===== config.mk =====
export PLATFORM = sky130hd
export DESIGN_NAME = sram_port_arbiter
export DESIGN_NICKNAME = d
export VERILOG_FILES = /design/src/rtl/sram_arb_pkg.sv /design/src/rtl/sram_arb_pick.sv /design/src/rtl/sram_port_arbiter.sv
export SDC_FILE = /design/constraint.sdc
export NUM_CORES = 1
export LEC_CHECK = 0
export BUFFER_PORTS_ARGS = -buffer_cell sky130_fd_sc_hd__buf_4
export CAP_MARGIN = 40
export CELL_PAD_IN_SITES_DETAIL_PLACEMENT = 0
export CELL_PAD_IN_SITES_GLOBAL_PLACEMENT = 1
export CORE_ASPECT_RATIO = 1.5
export CORE_MARGIN = 2
export CORE_UTILIZATION = 14
export CTS_CLUSTER_DIAMETER = 100
export DETAILED_ROUTE_END_ITERATION = 10
export MAX_ROUTING_LAYER = met4
export PLACE_DENSITY_LB_ADDON = 0.1
export SLEW_MARGIN = 20
export SYNTH_ARGS = -nofsm -noshare
export SYNTH_HDL_FRONTEND = slang
export SYNTH_HIERARCHICAL = 1
export SYNTH_SLANG_ARGS = --single-unit

===== constraint.sdc =====
create_clock -name clk -period 1.9 [get_ports clk]
set_clock_uncertainty 0.05 [all_clocks]
set_input_delay 0.19 -clock clk [delete_from_list [all_inputs] [get_ports clk]]
set_output_delay 0.19 -clock clk [all_outputs]
set_load 0.005 [all_outputs]

===== src/rtl/sram_arb_pkg.sv =====
// Shared constants and types for the two-port SRAM arbiter.
package sram_arb_pkg;
    localparam int SRAM_ADDR_W = 20;
    localparam int SRAM_DATA_W = 32;
    localparam int PORT_IF     = 0;
    localparam int PORT_LSU    = 1;

    typedef enum logic {ARB, TURN} arb_state_e;
endpackage


===== src/rtl/sram_arb_pick.sv =====
// Combinational winner selection for two requesters: round-robin or
// fixed priority (port 1 high) with a starvation guard for port 0.
module sram_arb_pick #(
    parameter bit RR_EN      = 1'b1,
    parameter int MAX_STREAK = 4,
    parameter int SW         = 3
) (
    input  logic [1:0]    i_req,
    input  logic          i_ptr,
    input  logic [SW-1:0] i_streak,
    output logic [1:0]    o_gnt
);
    logic w_low_wins;

    // On contention the low port wins if it was not granted last (RR),
    // or if the high port has used up its streak (fixed priority).
    assign w_low_wins = RR_EN ? i_ptr : (i_streak == SW'(MAX_STREAK));

    always_comb begin
        o_gnt = i_req;
        if (i_req == 2'b11)
            o_gnt = w_low_wins ? 2'b01 : 2'b10;
    end
endmodule


===== src/rtl/sram_port_arbiter.sv =====
// Shares one registered SRAM port between instruction fetch (0) and LSU (1),
// with read->write bubble and 1-cycle response routing.
// Optional per-port grant / bubble counters under SRAM_ARB_STATS_EN.
module sram_port_arbiter
    import sram_arb_pkg::*;
#(
    parameter int ADDR_W     = SRAM_ADDR_W,
    parameter int DATA_W     = SRAM_DATA_W,
    parameter bit RR_EN      = 1'b1,
    parameter int MAX_STREAK = 4,
    parameter int TURN_CYC   = 1
) (
    input  logic                clk,
    input  logic                rst,
    input  logic                p0_req,
    input  logic [ADDR_W-1:0]   p0_addr,
    input  logic                p0_we,
    input  logic [DATA_W-1:0]   p0_wdata,
    input  logic [DATA_W/8-1:0] p0_wmask,
    output logic                p0_gnt,
    output logic                p0_resp,
    output logic [DATA_W-1:0]   p0_rdata,
    input  logic                p1_req,
    input  logic [ADDR_W-1:0]   p1_addr,
    input  logic                p1_we,
    input  logic [DATA_W-1:0]   p1_wdata,
    input  logic [DATA_W/8-1:0] p1_wmask,
    output logic                p1_gnt,
    output logic                p1_resp,
    output logic [DATA_W-1:0]   p1_rdata,
    output logic                io_sram_en,
    output logic                io_sram_we,
    output logic [ADDR_W-1:0]   io_sram_addr,
    output logic [DATA_W-1:0]   io_sram_din,
    output logic [DATA_W/8-1:0] io_sram_wmask,
    input  logic [DATA_W-1:0]   io_sram_dout
`ifdef SRAM_ARB_STATS_EN
    ,
    output logic [31:0]         stat_gnt0,
    output logic [31:0]         stat_gnt1,
    output logic [31:0]         stat_turn
`endif
);
    localparam int SW = (MAX_STREAK < 1) ? 1 : $clog2(MAX_STREAK + 1);

    arb_state_e    r_state;
    logic          r_ptr;
    logic [SW-1:0] r_streak;
    logic          r_prev_rd;
    logic          r_rsp_vld;
    logic          r_rsp_own;
    logic          r_rsp_we;

    logic [1:0]    w_cand;
    logic [1:0]    w_gnt;
    logic          w_cand_we;
    logic          w_bubble;

    sram_arb_pick #(
        .RR_EN      (RR_EN),
        .MAX_STREAK (MAX_STREAK),
        .SW         (SW)
    ) u_pick (
        .i_req    ({p1_req, p0_req}),
        .i_ptr    (r_ptr),
        .i_streak (r_streak),
        .o_gnt    (w_cand)
    );

    assign w_cand_we = w_cand[PORT_LSU] ? p1_we : p0_we;
    assign w_bubble  = (TURN_CYC != 0) && r_prev_rd && (|w_cand) && w_cand_we;
    // Grants are also gated by reset so every output is quiet while held.
    assign w_gnt     = (rst && r_state == ARB && !w_bubble) ? w_cand : 2'b00;
    assign p0_gnt    = w_gnt[PORT_IF];
    assign p1_gnt    = w_gnt[PORT_LSU];

    always_comb begin
        io_sram_en    = |w_gnt;
        io_sram_we    = 1'b0;
        io_sram_addr  = '0;
        io_sram_din   = '0;
        io_sram_wmask = '0;
        if (w_gnt[PORT_LSU]) begin
            io_sram_we    = p1_we;
            io_sram_addr  = p1_addr;
            io_sram_din   = p1_wdata;
            io_sram_wmask = p1_wmask;
        end else if (w_gnt[PORT_IF]) begin
            io_sram_we    = p0_we;
            io_sram_addr  = p0_addr;
            io_sram_din   = p0_wdata;
            io_sram_wmask = p0_wmask;
        end
    end

    always_ff @(posedge clk or negedge rst) begin
        if (!rst) begin
            r_state   <= ARB;
            r_ptr     <= 1'b1;
            r_streak  <= '0;
            r_prev_rd <= 1'b0;
            r_rsp_vld <= 1'b0;
            r_rsp_own <= 1'b0;
            r_rsp_we  <= 1'b0;
        end else begin
            r_prev_rd <= io_sram_en && !io_sram_we;
            r_rsp_vld <= io_sram_en;
            r_rsp_own <= w_gnt[PORT_LSU];
            r_rsp_we  <= io_sram_we;
            if (|w_gnt)
                r_ptr <= w_gnt[PORT_LSU];
            if (!p0_req || w_gnt[PORT_IF])
                r_streak <= '0;
            else if (w_gnt[PORT_LSU] && r_streak != SW'(MAX_STREAK))
                r_streak <= r_streak + 1'b1;
            case (r_state)
                ARB:  if (w_bubble) r_state <= TURN;
                TURN: r_state <= ARB;
                default: r_state <= ARB;
            endcase
        end
    end

    assign p0_resp  = r_rsp_vld && !r_rsp_own;
    assign p1_resp  = r_rsp_vld &&  r_rsp_own;
    assign p0_rdata = (p0_resp && !r_rsp_we) ? io_sram_dout : '0;
    assign p1_rdata = (p1_resp && !r_rsp_we) ? io_sram_dout : '0;

`ifdef SRAM_ARB_STATS_EN
    always_ff @(posedge clk or negedge rst) begin
        if (!rst) begin
            stat_gnt0 <= '0;
            stat_gnt1 <= '0;
            stat_turn <= '0;
        end else begin
            if (w_gnt[PORT_IF] && stat_gnt0 != 32'hFFFF_FFFF)
                stat_gnt0 <= stat_gnt0 + 32'd1;
            if (w_gnt[PORT_LSU] && stat_gnt1 != 32'hFFFF_FFFF)
                stat_gnt1 <= stat_gnt1 + 32'd1;
            if (r_state == TURN && stat_turn != 32'hFFFF_FFFF)
                stat_turn <= stat_turn + 32'd1;
        end
    end
`endif
endmodule


==> flow_summary.json <==
{
  "cts-root-buf": "clkbuf_16",
  "antenna_cells": 0,
  "clock.fmax_ghz": 0.451,
  "cts_sinks": 6,
  "dr.pass1.iters": 4,
  "worstMarginPinSlew_ps": 330,
  "cts_tree": "yes",
  "gp_congestion": 0.868,
  "cap_violations": 0,
  "die_h_um": 126,
  "cpMaxStageDelayCell": "dfstp_2",
  "postLayoutCoreUtil_pct": 39.4,
  "fp.dieW_um": 85.4,
  "numCtsBuffers": 3,
  "comb_power_share_pct": 65.5,
  "powerDensity_nw_per_um2": 388,
  "cp-start-kind": "register",
  "dr_total_vias": 2490,
  "cp_top_family": "buffers and inverters",
  "start_util_pct": 14.4,
  "slew_violations": 0,
  "slowest_delay_ps": 540,
  "fillCellCount": 1018,
  "synthCells": 172,
  "violations": "setup timing",
  "drc": 0,
  "grt_pass1_vias": 2529,
  "die_area_um2": 10800,
  "placed_cells": 552,
  "worst-path-buf-inv": 5,
  "p_clk_share_pct": 23.6,
  "path_class": "register to output port",
  "cp_max_fo": 11,
  "vdd_drop_max_mv": 0.241,
  "avgRoutedWirePerCell_um": 16.6,
  "portBuffers": 275,
  "insertion_delay_ps": 230,
  "grt_max_degree": 46,
  "cp-end-kind": "output port",
  "required_ps": 1660,
  "power_leakage_uw": 0.00210,
  "finalNonFillerCells": 564,
  "layout_commonest_cell": "buf_4",
  "hold_class": "input pin to register",
  "rsz0062_at_grt": "true",
  "cts_buffer_depth": 2,
  "rows": 44,
  "final_cell_mix": "buf_4 (281), and2_1 (65), a22o_1 (56)",
  "routed_wl_um": 9390,
  "layout.nets": 600,
  "period_minus_slack_ps": 2220,
  "setup-violations-final": 59,
  "finalHoldViolCount": 0,
  "cts-htree-levels": 1,
  "grt_antenna_before_repair": 0,
  "power_switching_uw": 440,
  "synthesis.area_um2": 1390,
  "drive_gt1_share_pct": 68.6,
  "drt-initial-drc-count": 69,
  "path_clk_slew_ps": 40,
  "grt_use_total_pct": 15.8,
  "viasPerCell": 4.41,
  "syn_area_per_cell_um2": 8.09,
  "critPathMostFrequentCell": "inv_2",
  "cp_cell_sequence": "inv_2 -> a21boi_2 -> inv_2 -> a2111oi_4 -> buf_6 -> clkbuf_16 -> a22o_1 -> buf_4",
  "grt_pass1_wl_um": 13100,
  "p_seq_share_pct": 10.9,
  "outcome": "finished, violations left",
  "io_pins": 276,
  "synth_nets": 322,
  "swShare_pct": 29.7,
  "crit_arrival_ps": 1980,
  "relSlewSlack_pct": 78.0,
  "postRouteAntennaNets": 0,
  "final.period_utilization_pct": 117,
  "yosysWarnings": 6,
  "core_um2": 9690,
  "grt.overflow.total": 0,
  "final.setup.worst_slack_ps": -319,
  "syn_to_final_growth_pct": 175,
  "internal_power_uw": 1040
}
## power groups by stage
stage	Clock, uW	Sequential, uW	Combinational [uW]
floorplan	0	157	332
global placement	0	160	907
detailed placement	0	160	905
CTS	357	162	955
global route	371	165	1050
finish	350	162	970
## worst paths after layout
path                                   start                   to  slack [ps]  depth (start not counted)
max                        r_ptr$_DFFE_PN1P_      io_sram_din[21]        -320                          8
min                                    p1_we   r_rsp_we$_DFF_PN0_         260                          3
max reg2reg                r_ptr$_DFFE_PN1P_    r_ptr$_DFFE_PN1P_         270                          5
min reg2reg                r_state$_DFF_PN0_    r_state$_DFF_PN0_         380                          1
max in group asynchronous                rst    r_ptr$_DFFE_PN1P_        1190                          2
min in group asynchronous                rst  r_rsp_vld$_DFF_PN0_         340                          2
## stage by stage
| stage | worst slack, ps | cell area [um2] | power, uW | setup TNS (ps) | hold WS (ps) |
|---|---|---|---|---|---|
| final | -319 | 3820 | 1480 | -16450 | 265 |
| after global routing | -434 | 3820 | 1580 | -22970 | 301 |
| after CTS | -316 | 3750 | 1470 | -16720 | 266 |
| after detailed placement | -104 | 3560 | 1060 | -4730 | -42.6 |
| after global placement | -102 | 3560 | 1070 | -4840 | -43.4 |
| after floorplan | 45.6 | 1390 | 489 | 0 | -156 |
## worst register-to-register path: cells and delay by family, from the launching register on
| family | cells | cell delay [ps] |
|---|---|---|
| buffers and inverters | 1 | 160 |
| DFF | 1 | 540 |
| AOI/OAI and AO/OA | 3 | 480 |
| muxes | 1 | 330 |
## final cells by class
cell class                      instances  area (um2)  area share [%]
Tap cell                              115         144            3.77
Sequential cell                         6         151            3.96
Inverter                                3        11.3           0.295
Timing Repair Buffer                  293        2320            60.9
Clock buffer                            4        78.8            2.06
Multi-Input combinational cell        143        1110            29.1
## routing by layer
layer | vias up | track usage (%) | wire length [um]
met4 | 0 | 2.43 | 117
met5 | - | - | 0
li1 | 1184 | - | -
met3 | 8 | 3.74 | 871
met2 | 185 | 31.8 | 5320
met1 | 1113 | 14.9 | 3080
## registers in the layout (all words and copies together), names as in the netlist
name and count:
r_prev_rd 1, r_ptr 1, r_rsp_own 1, r_rsp_vld 1, r_rsp_we 1, r_state 1
## what timing repair did
action                                  in CTS  in global routing
gates cloned                                 2                  2
gates resized for setup                     13                  2
endpoints found under the setup margin      59                 59
buffers inserted                             1                  2
pin swaps                                    4                  2
hold buffers                                 1                  0
endpoints found under the hold margin        6                  0
Note: power is estimated with default switching activity, not from simulation.
